--- config.mk ---
export PLATFORM = sky130hd
export DESIGN_NAME = muladd_accum
export DESIGN_NICKNAME = d
export VERILOG_FILES = /design/src/rtl/muladd_pkg.sv /design/src/rtl/muladd_accum_fifo.sv /design/src/rtl/muladd_accum.sv
export SDC_FILE = /design/constraint.sdc
export NUM_CORES = 1
export LEC_CHECK = 0
export CAP_MARGIN = 20
export CORE_ASPECT_RATIO = 0.8
export CORE_MARGIN = 10
export CORE_UTILIZATION = 63
export CTS_CLUSTER_SIZE = 14
export DETAILED_ROUTE_END_ITERATION = 10
export DONT_BUFFER_PORTS = 1
export PLACE_DENSITY = 0.79
export SETUP_SLACK_MARGIN = 0.4
export SLEW_MARGIN = 20
export SYNTH_ARGS = -nofsm -noshare
export SYNTH_HDL_FRONTEND = slang
export SYNTH_SLANG_ARGS = --single-unit
--- constraint.sdc ---
create_clock -name clock -period 4.4 [get_ports clock]
set_input_delay 1.1 -clock clock [delete_from_list [all_inputs] [get_ports clock]]
set_output_delay 1.1 -clock clock [all_outputs]
set_load 0.1 [all_outputs]
--- src/rtl/muladd_pkg.sv ---
// Shared types and helpers for the muladd reduction stage.
package muladd_pkg;
    localparam int DEF_WIDTH     = 8;
    localparam int DEF_ACC_WIDTH = 16;
    localparam int SAT_W         = 64;

    typedef enum logic [1:0] {SAT_NONE, SAT_POS, SAT_NEG} sat_kind_e;

    typedef struct packed {
        logic                            sat;
        logic [DEF_WIDTH-1:0]            data;
        logic signed [DEF_ACC_WIDTH-1:0] sum;
    } frame_t;

    // Classifies a sign-extended sum against the signed range of a w-bit value.
    function automatic sat_kind_e sat_to_width(input logic signed [SAT_W-1:0] s,
                                               input int unsigned w);
        logic signed [SAT_W-1:0] hi;
        logic signed [SAT_W-1:0] lo;
        hi = (64'sd1 <<< (w - 1)) - 64'sd1;
        lo = -hi - 64'sd1;
        if (s > hi)      return SAT_POS;
        else if (s < lo) return SAT_NEG;
        else             return SAT_NONE;
    endfunction
endpackage

--- src/rtl/muladd_accum_fifo.sv ---
// Circular frame FIFO; the head is kept in its own register so outputs are flop-driven.
module muladd_accum_fifo
    import muladd_pkg::*;
#(
    parameter type T     = frame_t,
    parameter int  DEPTH = 2
) (
    input  logic clock,
    input  logic reset,
    input  logic push_i,
    input  T     din_i,
    input  logic ready_i,
    output logic full_o,
    output logic valid_o,
    output T     head_o
);
    localparam int PW = (DEPTH > 1) ? $clog2(DEPTH) : 1;
    localparam int OW = $clog2(DEPTH + 1);
    localparam logic [PW-1:0] PLAST = PW'(DEPTH - 1);
    localparam logic [OW-1:0] OFULL = OW'(DEPTH);

    T              mem_q [DEPTH];
    T              mem_d [DEPTH];
    T              head_q, head_d;
    logic [PW-1:0] rd_q, rd_d, wr_q, wr_d;
    logic [OW-1:0] occ_q, occ_d;
    logic          valid_q, valid_d;
    logic          pop;

    assign pop     = valid_q && ready_i;
    assign full_o  = (occ_q == OFULL);
    assign valid_o = valid_q;
    assign head_o  = head_q;

    always_comb begin
        mem_d = mem_q;
        rd_d  = rd_q;
        wr_d  = wr_q;
        occ_d = occ_q;
        if (push_i) begin
            mem_d[wr_q] = din_i;
            wr_d = (wr_q == PLAST) ? '0 : wr_q + 1'b1;
        end
        if (pop) rd_d = (rd_q == PLAST) ? '0 : rd_q + 1'b1;
        case ({push_i, pop})
            2'b10:   occ_d = occ_q + 1'b1;
            2'b01:   occ_d = occ_q - 1'b1;
            default: ;
        endcase
        // Empty FIFO presents an all-zero head, matching the reset state.
        valid_d = (occ_d != '0);
        head_d  = valid_d ? mem_d[rd_d] : '0;
    end

    always_ff @(posedge clock) mem_q <= mem_d;

    always_ff @(posedge clock) begin
        if (!reset) begin
            rd_q    <= '0;
            wr_q    <= '0;
            occ_q   <= '0;
            valid_q <= 1'b0;
            head_q  <= '0;
        end else begin
            rd_q    <= rd_d;
            wr_q    <= wr_d;
            occ_q   <= occ_d;
            valid_q <= valid_d;
            head_q  <= head_d;
        end
    end
endmodule

--- src/rtl/muladd_accum.sv ---
// Sums LEN-sample frames of the muladd result stream and queues raw + saturated frame sums.
module muladd_accum
    import muladd_pkg::*;
#(
    parameter int WIDTH     = DEF_WIDTH,
    parameter int ACC_WIDTH = DEF_ACC_WIDTH,
    parameter int LEN       = 4,
    parameter int DEPTH     = 2
) (
    input  logic                        clock,
    input  logic                        reset,
    input  logic                        in_valid,
    input  logic signed [WIDTH-1:0]     in_data,
    output logic                        in_ready,
    output logic                        out_valid,
    input  logic                        out_ready,
    output logic signed [ACC_WIDTH-1:0] out_sum,
    output logic signed [WIDTH-1:0]     out_data,
    output logic                        out_sat
);
    localparam int CW = $clog2(LEN);
    localparam logic [CW-1:0] LAST = CW'(LEN - 1);

    typedef struct packed {
        logic                        sat;
        logic [WIDTH-1:0]            data;
        logic signed [ACC_WIDTH-1:0] sum;
    } frame_l_t;

    logic signed [ACC_WIDTH-1:0] acc_q, acc_d, sum, ext;
    logic [CW-1:0]               cnt_q, cnt_d;
    logic                        accept, push, full;
    sat_kind_e                   kind;
    frame_l_t                    push_frame, head;

    // in_ready looks only at registered state, never at out_ready.
    assign in_ready = (cnt_q != LAST) || !full;
    assign accept   = in_valid && in_ready;
    assign push     = accept && (cnt_q == LAST);
    assign ext      = {{(ACC_WIDTH-WIDTH){in_data[WIDTH-1]}}, in_data};
    assign sum      = acc_q + ext;

    always_comb begin
        kind            = sat_to_width(SAT_W'(sum), WIDTH);
        push_frame.sum  = sum;
        push_frame.sat  = (kind != SAT_NONE);
        case (kind)
            SAT_POS: push_frame.data = {1'b0, {(WIDTH-1){1'b1}}};
            SAT_NEG: push_frame.data = {1'b1, {(WIDTH-1){1'b0}}};
            default: push_frame.data = sum[WIDTH-1:0];
        endcase
        acc_d = acc_q;
        cnt_d = cnt_q;
        if (accept) begin
            if (cnt_q == LAST) begin
                acc_d = '0;
                cnt_d = '0;
            end else begin
                acc_d = sum;
                cnt_d = cnt_q + 1'b1;
            end
        end
    end

    always_ff @(posedge clock) begin
        if (!reset) begin
            acc_q <= '0;
            cnt_q <= '0;
        end else begin
            acc_q <= acc_d;
            cnt_q <= cnt_d;
        end
    end

    muladd_accum_fifo #(.T(frame_l_t), .DEPTH(DEPTH)) u_fifo (
        .clock   (clock),
        .reset   (reset),
        .push_i  (push),
        .din_i   (push_frame),
        .ready_i (out_ready),
        .full_o  (full),
        .valid_o (out_valid),
        .head_o  (head)
    );

    assign out_sum  = head.sum;
    assign out_data = head.data;
    assign out_sat  = head.sat;
endmodule

==> reports/qor.log, run 1 <==
INFO  cts            clkSlewWorstSetupHoldPaths=0.10ns
INFO  placement      gp_congestion=0.928
INFO  power_and_ir_drop ir_worst_vdd=0.183mV
INFO  synthesis      synth_top_area_cell=dfxtp_1
INFO  global_routing m1_gr_usage=0.265
INFO  global_routing grt_antenna_before_repair=0
INFO  global_routing grt_start_max_net_pins=37
INFO  route          drt-vias-per-instance=6.18
INFO  finish         diodes=0
INFO  synthesis      synth.distinct_cells=60
INFO  sta            period_minus_slack=3.72ns
INFO  sta            setup_tns=0ns
INFO  route          wl_per_cell=18.2um
INFO  finish         nNetsFinal=552
INFO  synthesis      synth.ff_latch_count=98
INFO  synthesis      syn-mean-instance-area=8.68um^2
INFO  global_routing grt.met2_usage=0.299
INFO  global_routing grt-busiest-layer=met2
INFO  sta            timing.slew.headroom=0.337
INFO  cts            clock-sinks=98
INFO  die            die_w=116um
INFO  cts            cts_made_buffers=9
INFO  finish         layout-area-overhead-vs-synth=4.80%
INFO  sta            timing_worst_slew_pin_value=0.990ns
INFO  die            rows=27
INFO  cts            setup_buffers_after_cts=0
INFO  global_routing gr-usage-all-layers=0.200
INFO  cts            ctsResizeCount=0
INFO  synthesis      synthesis.area=0.00464mm^2
INFO  finish         final_layout_size_suffix_gt1_frac=0.0892
INFO  route          route.final.wire_length=11,200um
INFO  sta            timing.final.max_slew_violations=0
INFO  power_and_ir_drop power=2.23mW
INFO  synthesis      postSynthNetCount=565
INFO  route          vias=3,797
INFO  finish         final_cell_mix=nand2_1 (116), dfxtp_1 (98), a21oi_1 (38)
INFO  setup_path     worst-endpoint-required=4.70ns
INFO  setup_path     setup.worst_path.start_class=primary input
INFO  sta            clock_skew=0.00954ns
INFO  power_and_ir_drop power.static_leakage=2.00nW
INFO  setup_path     timing.critical_path.arrival=4.02ns
INFO  global_routing globalRouteMet3Util=0.0635
INFO  cts            clk-insertion-delay-late=0.38ns
INFO  die            initial_cell_density_of_the_core=0.661
INFO  setup_path     crit_fanout=11
INFO  power_and_ir_drop power_density_of_the_placed_cells=459mW/mm^2
INFO  global_routing overflow=0
INFO  route          drc=0
INFO  global_routing number_of_global_route_vias_before_repair=3,614
INFO  global_routing grt_pass1_wl=18,200um
INFO  synthesis      synthesis.instances=535
INFO  finish         instances_no_fill=614
INFO  run_status     run_status=completed
INFO  sta            final_critical_path_setup_slack=0.681ns
INFO  route          drtAntennaViolNets=0
INFO  finish         mostFrequentLayoutCell=nand2_1
INFO  die            top_level_ports=39
INFO  placement      port_buffers=0
INFO  run            timing.max_cap.violations=0
INFO  placement      preCtsSetupSlack=0.352ns
INFO  cts            holdBufCountCts=0
INFO  synthesis      synth.yosys.warnings=0
INFO  sta            setup_violations=0
INFO  sta            timing.final.crit_share=0.845
INFO  setup_path     setup.worst_path.class=primary input to flop
INFO  sta            highest_clock_rate=0.269GHz
INFO  cts            ctsLongestPathBuffers=2
INFO  cts            cts_tree=done
INFO  sta            finalHoldViolCount=0
INFO  placement      post-dp-hpwl=7900um
INFO  synthesis      postSynth.topFlopCell=dfxtp_1
INFO  synthesis      synth_enable_flop_cells=0
INFO  sta            rsz0062_at_grt=false
INFO  synthesis      ys_async_sr_fraction=0
INFO  synthesis      synth.top_cell.area_share=0.423
INFO  placement      place_inst=598
INFO  worst_hold_path hold_class=flop to flop
INFO  synthesis      leading_post_synthesis_cells_by_cell_area=dfxtp_1 (42%), nand2_1 (9.4%), ha_1 (4.6%)
INFO  route          detail_route.iter0.violations=369
INFO  synthesis      post_synthesis_sequential_area_ratio=0.423
INFO  die            die_h=96.8um
INFO  cts            ctsRootBufferMaster=clkbuf_8
INFO  die            die_area=0.0112mm^2
INFO  setup_path     crit_path_end_kind=flop
INFO  die            core_area=0.00703mm^2
INFO  cts            cts.htree.levels=3
INFO  route          drt_pre_antenna_iters=5
-- critical path: stages --
cell,delay [ns]
ha_1,0.20
fa_1,0.46
a211oi_2,0.32
o211ai_1,0.16
mux2_2,0.32
nor2_1,0.26
and3_1,0.23
a41o_1,0.47
nand3_1,0.26
o22ai_1,0.22
-- Yosys cell counts (9+ instances only) --
cell and n:
dfxtp_1 98, a21o_1 10, xor2_1 9, nand2_1 116, a22oi_1 13, clkbuf_1 23
o21ai_0 30, nor2_1 24, nor2b_1 15, a21oi_1 38, xnor2_1 13, ha_1 17
a211oi_1 10
-- where the power goes --
part           leakage, nW  total [mW]  switching, mW  internal (mW)
combinational         1.10       0.607          0.383          0.225
clock               0.0978       0.574          0.340          0.234
sequential           0.798        1.05         0.0621          0.987
-- layout make-up --
class / instances / area [um^2]
clock buffer: 10 / 138
tap: 87 / 109
inverter: 6 / 22.5
fill: 569 / 2160
timing repair buffer: 7 / 52.6
multi-input combinational: 400 / 2520
clock inverter: 6 / 61.3
sequential: 98 / 1960
-- cell families (layout without fill, tap and decap cells) --
kind of cell / after synthesis / in the layout / share of synthesized area
flops: 98 / 98 / 0.423
mux: 11 / 11 / 0.0245
compound gates: 153 / 153 / 0.233
simple gates: 195 / 195 / 0.188
xor+xnor: 23 / 23 / 0.0450
buf+inv: 37 / 29 / 0.0361
fa+ha+maj: 18 / 18 / 0.0501
-- final timing paths --
kind,from,endpoint,slack [ns],cells after the start
worst max-delay path,in_data[0],u_fifo.head_o[19]$_SDFF_PN0_,0.68,10
worst min-delay path,u_fifo.mem_q[1]$_DFF_P_,u_fifo.mem_q[1]$_DFF_P_,0.45,2
worst max register to register,acc_q[0]$_SDFFE_PN0P_,u_fifo.head_o[19]$_SDFF_PN0_,1.09,10
worst min register to register,u_fifo.mem_q[1]$_DFF_P_,u_fifo.mem_q[1]$_DFF_P_,0.45,2
-- per-stage QoR --
step / util / instance area (um^2) / hold slack [ns]
5_1_grt: 0.692 / 4860 / 0.472
3_3_place_gp: 0.664 / 4670 / 0.427
2_1_floorplan: - / 4640 / 0.416
4_1_cts: 0.692 / 4860 / 0.454
3_5_place_dp: 0.664 / 4670 / 0.435
6_report: 0.692 / 4860 / 0.452
-- state kept, by name (all words and copies together) (netlist names) --
signal / count
u_fifo.rd_q: 1
u_fifo.wr_q: 1
acc_q: 16
u_fifo.head_o: 25
cnt_q: 2
u_fifo.valid_o: 1
u_fifo.mem_q: 50
u_fifo.occ_q: 2
-- routing by layer --
metal	vias up	part of all wire
met3	27	0.087
met5	-	0
li1	1854	-
met2	139	0.43
met1	1777	0.47
met4	0	0.018
No activity file was read; power rests on OpenSTA's default activity.
==> inputs of run 2 (changes only) <==
--- a/config.mk
+++ b/config.mk
@@ -8,11 +8,11 @@
 export CAP_MARGIN = 20
 export CORE_ASPECT_RATIO = 0.8
 export CORE_MARGIN = 10
-export CORE_UTILIZATION = 63
+export CORE_UTILIZATION = 57
 export CTS_CLUSTER_SIZE = 14
 export DETAILED_ROUTE_END_ITERATION = 10
 export DONT_BUFFER_PORTS = 1
-export PLACE_DENSITY = 0.79
+export PLACE_DENSITY = 0.75
 export SETUP_SLACK_MARGIN = 0.4
 export SLEW_MARGIN = 20
 export SYNTH_ARGS = -nofsm -noshare
==> constraint.sdc (replaced) <==
create_clock -name clock -period 3.02 [get_ports clock]
set_input_delay 0.755 -clock clock [delete_from_list [all_inputs] [get_ports clock]]
set_output_delay 0.755 -clock clock [all_outputs]
set_load 0.1 [all_outputs]
==> run 2 against run 1 <==
  * The run now ends with negative setup slack left
  * Cell area rose by 24%
  * Highest routed layer unchanged
  * Via count rose by 12%
  * Critical endpoint unchanged
  * Routed wire length rose by 20%
  * Final cell count rose by 18%
  * Die area rose by 8.5%
  * Non-clock buffer count rose by 91
  * First-iteration DRC count rose by 14%
  * Sequential share of layout area fell by 7.7 points
  * Flip-flop and latch count did not move
  * Power rose by 76%
==> reports/qor.log, run 2 (synthesized netlist as in run 1, its figures left out) <==
INFO  global_routing gr-usage-all-layers=0.210 [was 0.200]
INFO  sta            rsz0062_at_grt=true [was false]
INFO  sta            timing_worst_slew_pin_value=0.969ns [was 0.990 ns]
INFO  finish         nNetsFinal=643 [was 552]
INFO  route          drc=0 [unchanged]
INFO  setup_path     crit_path_end_kind=flop [unchanged]
INFO  placement      post-dp-hpwl=9180um [was 7900 um]
INFO  sta            timing.final.crit_share=1.01
INFO  power_and_ir_drop power=3.93mW [was 2.23 mW]
INFO  worst_hold_path hp-start=u_fifo.mem_q[10]$_DFF_P_ [was u_fifo.mem_q[1]$_DFF_P_]
INFO  cts            cts.htree.levels=3 [unchanged]
INFO  finish         diodes=0 [unchanged]
INFO  global_routing grt_pass1_wl=20,500um [was 18,200 um]
INFO  finish         largest_register_ff_count=50 [unchanged]
INFO  die            die_w=121um [was 116 um]
INFO  route          vias=4,253 [was 3,797]
INFO  sta            final_critical_path_setup_slack=-0.0170ns [was 0.681 ns]
INFO  power_and_ir_drop power_frac_seq=0.391 [was 0.470]
INFO  worst_hold_path hold_class=flop to flop [unchanged]
INFO  die            top_level_ports=39 [unchanged]
INFO  die            core_area=0.00795mm^2 [was 0.00703 mm^2]
INFO  sta            period_minus_slack=3.04ns
INFO  sta            highest_clock_rate=0.329GHz
INFO  setup_path     timing.critical_path.arrival=3.28ns [was 4.02 ns]
INFO  cts            clk-insertion-delay-late=0.37ns [was 0.38 ns]
INFO  finish         top_register=u_fifo.mem_q [unchanged]
INFO  power_and_ir_drop p_sw=1.38mW [was 0.785 mW]
INFO  setup_path     critical_path.reg2reg.startpoint=acc_q[0]$_SDFFE_PN0P_ [unchanged]
INFO  setup_path     setup.worst_path.start_class=primary input [unchanged]
INFO  setup_path     worst-endpoint-required=3.27ns [was 4.70 ns]
INFO  power_and_ir_drop switching_share=0.351 [was 0.352]
INFO  setup_path     crit_fanout=4 [was 11]
INFO  cts            ctsLongestPathBuffers=2 [unchanged]
INFO  cts            cts_tree=done [unchanged]
INFO  finish         mostFrequentLayoutCell=nand2_1 [unchanged]
INFO  power_and_ir_drop power.share.clock=0.237 [was 0.257]
INFO  die            die_h=101um [was 96.8 um]
INFO  power_and_ir_drop cell_internal_power=2.55mW [was 1.45 mW]
INFO  setup_path     setup.worst_path.class=primary input to flop [unchanged]
INFO  finish         n_fill_cell=532 [was 569]
INFO  sta            finalHoldViolCount=0 [unchanged]
INFO  finish         final_cell_mix=nand2_1 (114), dfxtp_1 (93), buf_4 (91) [was nand2_1 (116), dfxtp_1 (98), a21oi_1 (38)]
INFO  run_status     run_status=finished, violations left [was completed]
INFO  global_routing overflow=0 [unchanged]
INFO  global_routing grt_start_max_net_pins=36 [was 37]
INFO  power_and_ir_drop p_comb_frac=0.372 [was 0.272]
INFO  die            die_area=0.0122mm^2 [was 0.0112 mm^2]
INFO  cts            ctsRootBufferMaster=clkbuf_8 [unchanged]
INFO  sta            timing.slew.headroom=0.353 [was 0.337]
INFO  finish         layout-area-overhead-vs-synth=29.9% [was 4.80%]
INFO  die            initial_cell_density_of_the_core=0.584 [was 0.661]
INFO  placement      gp_congestion=0.919 [was 0.928]
INFO  run            timing.max_cap.violations=0 [unchanged]
INFO  cts            cts_made_buffers=9 [unchanged]
INFO  cts            clock-sinks=98 [unchanged]
INFO  die            rows=29 [was 27]
INFO  sta            timing.final.max_slew_violations=0 [unchanged]
INFO  power_and_ir_drop power.static_leakage=2.54nW [was 2.00 nW]
INFO  sta            setup_violations=4 [was 0]
INFO  finish         final_layout_size_suffix_gt1_frac=0.307 [was 0.0892]
INFO  sta            clock_skew=0.0134ns [was 0.00954 ns]
INFO  cts            clkSlewWorstSetupHoldPaths=0.10ns [about the same]
INFO  route          wl_per_cell=18.6um [was 18.2 um]
INFO  power_and_ir_drop ir_worst_vdd=0.325mV [was 0.183 mV]
INFO  global_routing number_of_global_route_vias_before_repair=4,154 [was 3,614]
INFO  route          detail_route.iter0.violations=422 [was 369]
INFO  power_and_ir_drop power_density_of_the_placed_cells=651mW/mm^2 [was 459 mW/mm^2]
INFO  route          drt-vias-per-instance=5.86 [was 6.18]
INFO  setup_path     critical_path.startpoint=in_data[0] [unchanged]
INFO  run_status     failed_checks=negative setup slack
INFO  route          route.final.wire_length=13,500um [was 11,200 um]
INFO  finish         final_core_util=0.759 [was 0.692]
INFO  global_routing grt_antenna_before_repair=0 [unchanged]
INFO  route          drtAntennaViolNets=0 [unchanged]
INFO  route          drt_pre_antenna_iters=5 [unchanged]
INFO  placement      port_buffers=0 [unchanged]
-- run 2: changes by cell type in the layout (fill, tap and decap cells not counted), moves of 6 or more --
cell and delta:
buf_4 +84, ha_1 -8, nor2_1 -6, ha_4 +6, o21ai_0 -13, o21ai_1 +7
-- run 2: per-layer routing --
layer  wire (um)  share of wire  vias to the layer above  GRT usage
met5           0              0                        -          0
met4         257          0.019                        0     0.0630
met3         995          0.074                       27     0.0543
met2        6410           0.48                      158      0.347
met1        5810           0.43                     2032      0.262
li1            -              -                     2036          -
-- run 2: layout make-up --
type,count,area (um^2),share of cell area
inverters,6,22.5,0.00374
well taps,108,135,0.0224
clock inverters,7,93.8,0.0156
flip-flops and latches,98,1970,0.326
clock buffers,9,124,0.0205
multi-input cells,400,2890,0.480
repair buffers,98,793,0.132
-- run 2: power groups by stage --
stage	clock network [mW]	logic (mW)	registers, mW
2_1_floorplan	0	0.756	1.54
3_3_place_gp	0	1.17	1.55
3_5_place_dp	0	1.21	1.56
4_1_cts	0.938	1.33	1.53
5_1_grt	0.975	1.56	1.55
6_report	0.931	1.46	1.54
-- run 2: timing repair --
action	CTS	global route
cloned	0	1
setup buffers	9	7
pin swaps	28	16
gates resized for setup	27	22
hold buffers	0	0
setup endpoints to repair	28	31
-- run 2: worst paths after layout --
kind,to,slack [ns],depth (start not counted)
worst max-delay path,u_fifo.head_o[19]$_SDFF_PN0_,-0.02,14
worst min-delay path,u_fifo.mem_q[10]$_DFF_P_,0.45,2
worst max register to register,u_fifo.head_o[19]$_SDFF_PN0_,0.02,14
worst min register to register,u_fifo.mem_q[10]$_DFF_P_,0.45,2
-- run 2: metrics by stage --
| step | area [um^2] | hold WS (ns) | instances | TNS [ns] | setup slack, ns |
|---|---|---|---|---|---|
| final | 6030 | 0.452 | 726 | -0.0401 | -0.0170 |
| after global routing | 6030 | 0.475 | 726 | -0.879 | -0.0848 |
| after CTS | 5850 | 0.455 | 718 | 0 | 0.133 |
| after detailed placement | 5390 | 0.429 | 693 | -6.85 | -0.438 |
| after global placement | 5390 | 0.424 | 693 | -4.99 | -0.364 |
| after floorplan | 4780 | 0.416 | 535 | -1.28 | -0.113 |
-- run 2: critical path: stages --
cell and delay [ns]:
ha_4 0.14, fa_2 0.36, a211oi_4 0.30, buf_4 0.17, o21ai_4 0.08, a311oi_2 0.25
a21oi_2 0.09, buf_4 0.16, a2111oi_4 0.26, buf_4 0.20, a31oi_4 0.14, buf_12 0.18
nor2_4 0.12, o22ai_2 0.10
==> inputs of run 3 (changes only) <==
--- a/config.mk
+++ b/config.mk
@@ -5,9 +5,9 @@
 export SDC_FILE = /design/constraint.sdc
 export NUM_CORES = 1
 export LEC_CHECK = 0
+export ABC_AREA = 1
 export CAP_MARGIN = 20
 export CORE_ASPECT_RATIO = 0.8
-export CORE_MARGIN = 10
 export CORE_UTILIZATION = 57
 export CTS_CLUSTER_SIZE = 14
 export DETAILED_ROUTE_END_ITERATION = 10
==> run 3 against run 2 <==
  * The run now ends clean
  * Synthesized cell count grew 17%
  * Global-route usage grew 5.2 points
  * Critical path depth grew 4
  * Sequential power grew 11%
  * First-iteration DRC count shrank 21%
  * Routed wire length shrank 19%
  * Via count shrank 6.4%
==> reports/qor.log, run 3 <==
INFO  setup_path     critical_path.reg2reg.startpoint=acc_q[0]$_SDFFE_PN0P_ [unchanged]
INFO  setup_path     setup.worst_path.start_class=primary input [unchanged]
INFO  cts            holdBufCountCts=0 [unchanged]
INFO  die            die_area=0.00837mm^2 [was 0.0122 mm^2]
INFO  finish         final-seq-area=0.00196mm^2 [was 0.00197 mm^2]
INFO  cts            cts_tree=done [unchanged]
INFO  finish         final_area=0.00509mm^2 [was 0.00603 mm^2]
INFO  finish         layout-area-overhead-vs-synth=11.6% [was 29.9%]
INFO  worst_hold_path timing.hold.worst_path_depth=2 [unchanged]
INFO  cts            ctsLongestPathBuffers=2 [unchanged]
INFO  die            rows=28 [was 29]
INFO  route          drtAntennaViolNets=0 [unchanged]
INFO  route          drt_pre_antenna_iters=5 [unchanged]
INFO  finish         final_cell_mix=nand2_1 (176), dfxtp_1 (96), inv_1 (59) [was nand2_1 (114), dfxtp_1 (93), buf_4 (91)]
INFO  finish         multi_input_gate_area_in_the_final_layout=0.00244mm^2 [was 0.00289 mm^2]
INFO  global_routing gr-usage-all-layers=0.262 [was 0.210]
INFO  power_and_ir_drop power.static_leakage=2.40nW [was 2.54 nW]
INFO  route          vias=3,979 [was 4,253]
INFO  synthesis      synth.yosys.warnings=0 [unchanged]
INFO  cts            cts_made_buffers=9 [unchanged]
INFO  setup_path     worst-endpoint-required=3.29ns [was 3.27 ns]
INFO  sta            setup_violations=0 [was 4]
INFO  setup_path     critPathSlowestCell=fa_2 [unchanged]
INFO  worst_hold_path hp-start=u_fifo.mem_q[4]$_DFF_P_ [was u_fifo.mem_q[10]$_DFF_P_]
INFO  synthesis      synth.ff_latch_count=98 [unchanged]
INFO  finish         n_fill_cell=668 [was 532]
INFO  setup_path     setup.worst_path.class=primary input to flop [unchanged]
INFO  setup_path     crit_fanout=8 [was 4]
INFO  sta            timing.slew.headroom=0.360 [was 0.353]
INFO  sta            rsz0062_at_grt=true [unchanged]
INFO  finish         mostFrequentLayoutCell=nand2_1 [unchanged]
INFO  synthesis      synth.top_cell.area_share=0.430 [was 0.423]
INFO  global_routing overflow=0 [unchanged]
INFO  route          route.final.wire_length=10,900um [was 13,500 um]
INFO  synthesis      leading_post_synthesis_cells_by_cell_area=dfxtp_1 (43%), nand2_1 (15%), inv_1 (4.9%) [was dfxtp_1 (42%), nand2_1 (9.4%), ha_1 (4.6%)]
INFO  cts            clk-insertion-delay-late=0.37ns [about the same]
INFO  finish         nNetsFinal=665 [was 643]
INFO  synthesis      postSynth.topFlopCell=dfxtp_1 [unchanged]
INFO  placement      placed_cell_area=0.00474mm^2 [was 0.00539 mm^2]
INFO  worst_hold_path hold_class=flop to flop [unchanged]
INFO  die            core_area=0.00757mm^2 [was 0.00795 mm^2]
INFO  setup_path     timing.critical_path.arrival=2.80ns [was 3.28 ns]
INFO  synthesis      post_synthesis_sequential_area_ratio=0.430 [was 0.423]
INFO  global_routing grt_pass1_wl=16,800um [was 20,500 um]
INFO  die            initial_cell_density_of_the_core=0.603 [was 0.584]
INFO  sta            highest_clock_rate=0.395GHz [was 0.329 GHz]
INFO  run_status     run_status=completed [was finished, violations left]
INFO  setup_path     crit_chain=ha_2 > fa_2 > nand2_1 > nand2_1 > nand3b_1 > nand2_2 > nand2_2 > nand3b_1 > nand2_2 > inv_1 > nor2_2 > nand3_4 > nand2_8 > nand3_1 > nand2_1 > nand2_1 > nand2_1 > nor2_1 [was ha_4 > fa_2 > a211oi_4 > buf_4 > o21ai_4 > a311oi_2 > a21oi_2 > buf_4 > a2111oi_4 > buf_4 > a31oi_4 > buf_12 > nor2_4 > o22ai_2]
INFO  cts            clkSlewWorstSetupHoldPaths=0.10ns [about the same]
INFO  sta            clock_skew=0.0101ns [was 0.0134 ns]
INFO  finish         final_layout_size_suffix_gt1_frac=0.181 [was 0.307]
INFO  global_routing number_of_global_route_vias_before_repair=3,575 [was 4,154]
INFO  synthesis      synthMostInstantiatedCell=nand2_1 [unchanged]
INFO  sta            finalHoldViolCount=0 [unchanged]
INFO  sta            timing.final.crit_share=0.839 [was 1.01]
INFO  cts            cts.htree.levels=3 [unchanged]
INFO  route          drc=0 [unchanged]
INFO  setup_path     reg2reg_setup_slack=0.55ns [was 0.02 ns]
INFO  synthesis      synth_enable_flop_cells=0 [unchanged]
INFO  sta            timing.final.max_slew_violations=0 [unchanged]
INFO  synthesis      syn-mean-instance-area=7.30um^2 [was 8.68 um^2]
INFO  finish         diodes=0 [unchanged]
INFO  synthesis      synth_top_area_cell=dfxtp_1 [unchanged]
INFO  setup_path     path_common_cell=nand2_1 [was buf_4]
INFO  die            die_w=102um [was 121 um]
INFO  setup_path     regToRegEndpoint=u_fifo.head_o[21]$_SDFF_PN0_ [was u_fifo.head_o[19]$_SDFF_PN0_]
INFO  route          detail_route.iter0.violations=332 [was 422]
INFO  setup_path     critical-path-max-stage-delay=0.35ns [was 0.36 ns]
INFO  setup_path     worst-r2r-cell-count=18 [was 14]
INFO  placement      gp_congestion=0.919 [unchanged]
INFO  setup_path     crit_path_end_kind=flop [unchanged]
INFO  finish         top_register=u_fifo.mem_q [unchanged]
INFO  placement      post-dp-hpwl=7390um [was 9180 um]
INFO  worst_hold_path whs_endpoint=u_fifo.mem_q[4]$_DFF_P_ [was u_fifo.mem_q[10]$_DFF_P_]
INFO  synthesis      leading_cell_types_by_count_after_synthesis=nand2_1 (187), dfxtp_1 (98), inv_1 (59) [was nand2_1 (116), dfxtp_1 (98), a21oi_1 (38)]
INFO  route          wl_per_cell=14.6um [was 18.6 um]
INFO  global_routing grt_start_max_net_pins=28 [was 36]
INFO  sta            setup_tns=0ns [was -0.0401 ns]
INFO  power_and_ir_drop power_density_of_the_placed_cells=698mW/mm^2 [was 651 mW/mm^2]
INFO  die            top_level_ports=39 [unchanged]
INFO  cts            ctsRootBufferMaster=clkbuf_8 [unchanged]
INFO  route          drt-vias-per-instance=5.34 [was 5.86]
INFO  run            timing.max_cap.violations=0 [unchanged]
INFO  power_and_ir_drop ir_worst_vdd=0.424mV [was 0.325 mV]
INFO  sta            period_minus_slack=2.53ns [was 3.04 ns]
INFO  placement      port_buffers=0 [unchanged]
INFO  synthesis      postSynthNetCount=655 [was 565]
INFO  synthesis      synthesis.area=0.00456mm^2 [was 0.00464 mm^2]
INFO  synthesis      synth.distinct_cells=33 [was 60]
INFO  die            die_h=82.0um [was 101 um]
INFO  sta            timing_worst_slew_pin_value=0.959ns [was 0.969 ns]
INFO  cts            clock-sinks=98 [unchanged]
INFO  global_routing grt_antenna_before_repair=0 [unchanged]
INFO  finish         largest_register_ff_count=50 [unchanged]
INFO  synthesis      ys_async_sr_fraction=0 [unchanged]
INFO  synthesis      synthesis.instances=625 [was 535]
run 3: cell count changes after synthesis, sizes merged, moves of 11 or more:
cell    previous run  this run
nor2              24        62
nor2b             15         0
inv                6        64
a22oi             13         0
clkbuf            23        11
or2                2        18
nand2            116       203
o21ai             35        46
a21o              11         0
nand3              6        35
run 3: stage by stage:
stage	hold slack (ns)	util	power [mW]	cells	worst slack, ns
floorplan	0.411	-	2.45	625	0.0649
global placement	0.423	0.627	2.60	722	0.139
detailed placement	0.429	0.627	2.64	722	0.0722
CTS	0.455	0.653	3.47	738	0.454
global route	0.483	0.673	3.75	745	0.341
finish	0.457	0.673	3.55	745	0.486
run 3: how the worst max path moves through the flow:
stage / start / end / slack (ns) / cells after the start
2_1_floorplan: cnt_q[1]$_SDFFE_PN0P_ / u_fifo.head_o[7]$_SDFF_PN0_ / 0.06 / 15
3_3_place_gp: in_data[0] / u_fifo.head_o[19]$_SDFF_PN0_ / 0.14 / 18
3_5_place_dp: in_data[0] / u_fifo.head_o[21]$_SDFF_PN0_ / 0.07 / 19
4_1_cts: in_data[0] / u_fifo.head_o[21]$_SDFF_PN0_ / 0.45 / 19
5_1_grt: in_data[5] / u_fifo.head_o[22]$_SDFF_PN0_ / 0.34 / 15
6_report: in_data[0] / u_fifo.head_o[21]$_SDFF_PN0_ / 0.49 / 18
run 3: power breakdown:
group	internal (mW)	switching (mW)	total, mW
Combinational	0.356	0.649	1.00
Clock	0.341	0.496	0.837
Sequential	1.50	0.208	1.71
run 3: layout make-up:
class                           count  area share
Clock inverter                      6      0.0120
Timing Repair Buffer               15      0.0221
Sequential cell                    98       0.386
Clock buffer                       10      0.0270
Multi-Input combinational cell    446       0.479
Tap cell                          105      0.0258
Inverter                           65      0.0479
run 3: critical path: cells and delay by family:
family | cells | cell delay, ns
adders and majority gates | 2 | 0.55
buffers and inverters | 1 | 0.08
and+or+nand+nor | 15 | 1.41
run 3: kinds of logic after synthesis:
kind of cell | Yosys count | synth area share
AOI/OAI and AO/OA | 87 | 0.0974
xor gates and xnor gates | 10 | 0.0266
buffers and inverters | 84 | 0.0735
DFF | 98 | 0.430
and+or+nand+nor | 328 | 0.321
adders and majority gates | 18 | 0.0510
run 3: per-layer routing:
metal | track usage | part of all wire
met1 | 0.349 | 0.44
met2 | 0.413 | 0.45
met3 | 0.0757 | 0.092
met4 | 0.0771 | 0.015
met5 | 0 | 0
run 3: timing repair:
| item | CTS | global route |
|---|---|---|
| buffers inserted | 0 | 4 |
| resized for setup | 0 | 24 |
| endpoints found under the setup margin | 0 | 23 |
